$ cat src/rtl/stopwatch_btn_conditioner.sv
// Stopwatch push-button conditioner: 2-FF sync, per-button debounce, rising-edge
// detect and fixed-priority (clr > stop > lap > start) single-pulse arbitration.
module stopwatch_btn_conditioner #(
  parameter int DB_CYCLES = 16,
  parameter int CNT_W     = 16
) (
  input  logic       clk,
  input  logic       rst_n,
  input  logic [3:0] btn_raw,
  input  logic       en,
  output logic       start_p,
  output logic       lap_p,
  output logic       stop_p,
  output logic       clr_p,
  output logic [3:0] btn_level
);

  localparam logic [CNT_W-1:0] CNT_MAX = CNT_W'(DB_CYCLES - 1);

  logic [3:0]       s1_q, s2_q;
  logic [3:0]       db_q, db_prev_q;
  logic [CNT_W-1:0] cnt_q [4];
  logic [3:0]       rise;
  logic [3:0]       pulse_d, pulse_q;

  always_ff @(posedge clk or negedge rst_n) begin
    if (!rst_n) begin
      s1_q <= '0;
      s2_q <= '0;
    end else begin
      s1_q <= btn_raw;
      s2_q <= s1_q;
    end
  end

  // Any sample agreeing with the debounced level restarts that button's count.
  always_ff @(posedge clk or negedge rst_n) begin
    if (!rst_n) begin
      db_q <= '0;
      for (int unsigned i = 0; i < 4; i++) cnt_q[i] <= '0;
    end else begin
      for (int unsigned i = 0; i < 4; i++) begin
        if (s2_q[i] == db_q[i]) begin
          cnt_q[i] <= '0;
        end else if (cnt_q[i] == CNT_MAX) begin
          db_q[i]  <= s2_q[i];
          cnt_q[i] <= '0;
        end else begin
          cnt_q[i] <= cnt_q[i] + CNT_W'(1);
        end
      end
    end
  end

  assign rise = db_q & ~db_prev_q;

  always_comb begin
    pulse_d = '0;
    if (rise[3])      pulse_d = 4'b1000;
    else if (rise[2]) pulse_d = 4'b0100;
    else if (rise[1]) pulse_d = 4'b0010;
    else if (rise[0]) pulse_d = 4'b0001;
  end

  always_ff @(posedge clk or negedge rst_n) begin
    if (!rst_n) begin
      db_prev_q <= '0;
      pulse_q   <= '0;
    end else begin
      db_prev_q <= db_q;
      pulse_q   <= en ? pulse_d : '0;
    end
  end

  assign btn_level = db_q;
  assign start_p   = pulse_q[0];
  assign lap_p     = pulse_q[1];
  assign stop_p    = pulse_q[2];
  assign clr_p     = pulse_q[3];

endmodule

$ cat config.mk
export PLATFORM = sky130hd
export DESIGN_NAME = stopwatch_btn_conditioner
export DESIGN_NICKNAME = d
export VERILOG_FILES = /design/src/rtl/stopwatch_btn_conditioner.sv
export SDC_FILE = /design/constraint.sdc
export NUM_CORES = 1
export LEC_CHECK = 0
export CORE_UTILIZATION = 45
export CTS_BUF_LIST = sky130_fd_sc_hd__clkbuf_4
export DETAILED_ROUTE_END_ITERATION = 10
export GPL_TIMING_DRIVEN = 0
export PLACE_DENSITY = 0.67
export RECOVER_POWER = 100
export REMOVE_ABC_BUFFERS = 1
export SLEW_MARGIN = 15
export SYNTH_ARGS = -nofsm -noshare
export SYNTH_HDL_FRONTEND = slang
export SYNTH_SLANG_ARGS = --single-unit
$ cat constraint.sdc
create_clock -name clk -period 4.8 [get_ports clk]
set_input_delay 0.96 -clock clk [delete_from_list [all_inputs] [get_ports clk]]
set_output_delay 0.96 -clock clk [all_outputs]
set_load 0.05 [all_outputs]
* Word-level counts from Yosys, hierarchy flattened
Cells that the tools add are included.
Widths: inputs -> output; s select.
** Word-level totals
- Bits in registers :: 84
- Bits of input ports :: 7
- Output and inout port bits :: 8
- Word-level logic and storage cells :: 47
** Operators by class
- $add $sub $neg :: 4
- Eq/ne operators :: 8
- Mux-type cells :: 13
- Bitwise gates (word level) :: 6
- Reductions and logical operators :: 4
** Operators with widths (count)
- $mux 16 :: 8
- $add 16x1->16 const B :: 4
- $eq 16x4->1 const B :: 4
- $mux 4 :: 3
- $reduce_and 2->1 :: 4
- $and 4x4->4 :: 1
- $eq 1x1->1 :: 4
- $not 1->1 :: 4
- $not 4->4 :: 1
- $mux 2 :: 1
- $mux 1 :: 1

* Depth between registers and ports, before layout
- Word-level depth :: 7
- Depth in mapped cells :: 6
- Depth with buffers taken out :: 5

* Worst setup path before layout
Ideal clock, no wire load.
- Path kind :: register to output
- Start :: register db_q[3], in the netlist btn_level[3]
- End :: output btn_level[3]
- Slack :: 3190 ps
- Arrival time :: 650 ps
- Stages on the path, launching flop included :: 1
- Data required time :: 3840 ps
- Buffers on the path :: 0
- Cell sequence :: dfrtp_1
** RTL lines
- start, declared :: RTL line 21 : logic [3:0] db_q, db_prev_q;
- start signal, assigned by index :: RTL line 46 : db_q[i] <= s2_q[i];
- end, declared :: RTL line 15 : output logic [3:0] btn_level
No word-level cell between the ends.

==> summary.txt <==
Outcome = complete, but fails checks
Violated checks = capacitance limit
Synth Warn # = 0
Tmin final = 2850 ps
CTS Buffer Depth = 2
Reg2reg end = cnt_q[15]
Worst slew pin tran = 1490 ps
Synth Cell Area = 0.00374 mm²
Postcts setup bufs = 0
Cell Int Power = 0.879 mW
Fmax = 351 MHz
WP buf/inv = 2
Vias = 2572
Slowest-stage cell, CP = clkbuf_2
Vias in the first global route = 2452
Cells after Synth = 357
Largest stage delay, worst path = 1260 ps
Worst Hold Endpoint = s2_q[0]
Relative slew slack = 0.345%
CORE AREA = 0.00789 mm²
Post-synth top area cell = dfrtp_1
Wire per inst = 13.7 µm
Num CTS Buffers = 9
Worst path cell trace = clkbuf_1 > clkbuf_2
Hold path start = s1_q[0]
I/O Buffers = 14
Die X-Extent = 93.2 µm
FF+latch count, synth = 84
PwrDens = 278 mW/mm²
Post-synth ARST share = 100%
Share of power burned in combinational logic = 3.6%
Final Hold Fails = 0
Drt pass-1 iters = 5
DRC Markers = 0
FF-to-FF setup slack = 2940 ps
Flop pwr share = 64.5%
Final worst slack = 1950 ps
RSZ-0062 raised after global routing = no
Initial antenna violation count = 0
R2r worst-path depth = 5
Clk pwr share = 32.0%
Post-cts sizing count = 0
Antenna viol nets, final = 0
Post-route cell area = 0.00408 mm²
DR vias/cell = 5.37
Max Slew Vio Count = 0
Synth Area per Inst = 10.5 µm²
Worst setup SP type = input pin
First-pass GRT wire length = 11500 µm
Final WL = 6540 µm
Final setup fails = 0
Share of cells above drive strength 1 = 6.10%
Total power = 1.13 mW
Initial detailed-routing violation count = 124
Crit-path max FO = 62
Ports = 15
GRT overflow = 0
Final Skew = 11.9 ps
# clock sinks = 84
Switching part of the total = 22.4%
RR Startpoint = cnt_q[0]
Cell family with most CP delay = buffers and inverters
Share of the synthesized area in the top cell type = 56.1%
EDFF count, synth = 0
Row count = 32
Top post-synthesis cells by area = dfrtp_1 (56%), xnor2_1 (11%), nor2_1 (6.8%), nor4_1 (4.5%), nand4_1 (3.3%)
Cts hold-fix bufs = 0
Tcrit/Tclk final = 59.4%
Worst-skew pair later-pin latency = 410 ps
Maxcap violations = 1
Starting density of the core = 47.5%
Peak VDD IR = 171 µV
Leakage = 1.69 nW
Routability congestion estimate = 0.803
Clock Pin Slew Worst Setup and Hold Paths = 110 ps
Top_reg_cell synth = dfrtp_1
Die Span Y = 93.2 µm
Final net count = 386
Placed wire-length estimate = 4380 µm
Hold Path Stages = 0
Die Area = 0.00869 mm²
Hold crit path type = reg2reg
Req. time, crit path = 5070 ps
Ant diodes = 0
Place WS = 2570 ps
Register area share after synthesis = 56.1%
Arr. time, crit path = 3120 ps
Most common cell in the synthesized netlist = dfrtp_1
H-tree level count = 3
Root Driver = clkbuf_4
Hold_ws = 364 ps
All-Layer GR Usage = 16.9%
Worst setup path category = in2async
Psw = 0.254 mW
Synth cell types = 28
Crit end category = async pin
Synth-to-Final Area Change = 8.82%
Commonest cells in the netlist = dfrtp_1 (84), nor2_1 (68), xnor2_1 (45), nor4_1 (27), nand3_1 (21)
CTS tree = done
Pin count of the biggest net entering global routing = 63
Placed cell areas = 0.00399 mm²
kinds of logic after synthesis:
family	Yosys count	synth area share (%)
fa+ha+maj	4	1.34
mux	4	1.20
simple gates	186	24.8
compound gates	2	0.434
flops	84	56.1
buf+inv	18	2.27
xor+xnor	59	13.8
worst max path at each step:
| stage | from | endpoint | slack, ps | cells after the start |
|---|---|---|---|---|
| detailed placement | btn_level[2] | btn_level[2] | 2570 | 1 |
| floorplan | btn_level[3] | btn_level[3] | 3190 | 0 |
| global route | rst_n | cnt_q[1] | 1430 | 2 |
| global placement | rst_n | cnt_q[7] | -200 | 1 |
| CTS | btn_level[2] | btn_level[2] | 2090 | 1 |
| finish | rst_n | s2_q[3] | 1950 | 2 |
final cells by class:
| type | instances | area [µm²] |
|---|---|---|
| clock inverters | 4 | 43.8 |
| fillers | 711 | 3810 |
| inverters | 10 | 37.5 |
| well taps | 102 | 128 |
| clock buffers | 9 | 67.6 |
| repair buffers | 15 | 139 |
| multi-input cells | 255 | 1560 |
| flip-flops and latches | 84 | 2100 |
cells in the final DEF (no fill, tap or decap), drive strengths merged, types with 13 or more instances in the layout:
| master | n |
|---|---|
| nand4 | 20 |
| nor3 | 15 |
| xor2 | 14 |
| nor4 | 27 |
| nand2 | 17 |
| dlygate4sd3 | 13 |
| xnor2 | 45 |
| nand3 | 22 |
| dfrtp | 84 |
| nor2 | 68 |
metal layers:
metal,vias to the layer above,track usage (%),wire (µm)
met5,-,0,0
met4,0,7.95,110
met3,11,3.50,209
met2,38,24.6,2930
met1,1254,24.3,3300
li1,1269,-,-
power groups by stage:
stage | Combinational, mW | Clock (mW) | Sequential (mW)
after CTS | 0.0462 | 0.382 | 0.730
final | 0.0405 | 0.362 | 0.730
after global routing | 0.0482 | 0.409 | 0.733
after floorplan | 0.0183 | 0 | 0.742
after detailed placement | 0.0458 | 0 | 0.744
after global placement | 0.0422 | 0 | 0.743
sequential cells by signal, summed over array words and instances, names as in the netlist:
register	flops
btn_level	4
cnt_q	64
db_prev_q	4
pulse_q	4
s1_q	4
s2_q	4
per-stage QoR:
stage	util, %	std cells	TNS, ps
after floorplan	-	349	0
after CTS	52.0	479	0
after detailed placement	50.6	466	0
after global placement	50.3	465	-16470
after global routing	51.7	479	0
final	51.7	479	0
No activity file was read; power rests on OpenSTA's default activity.
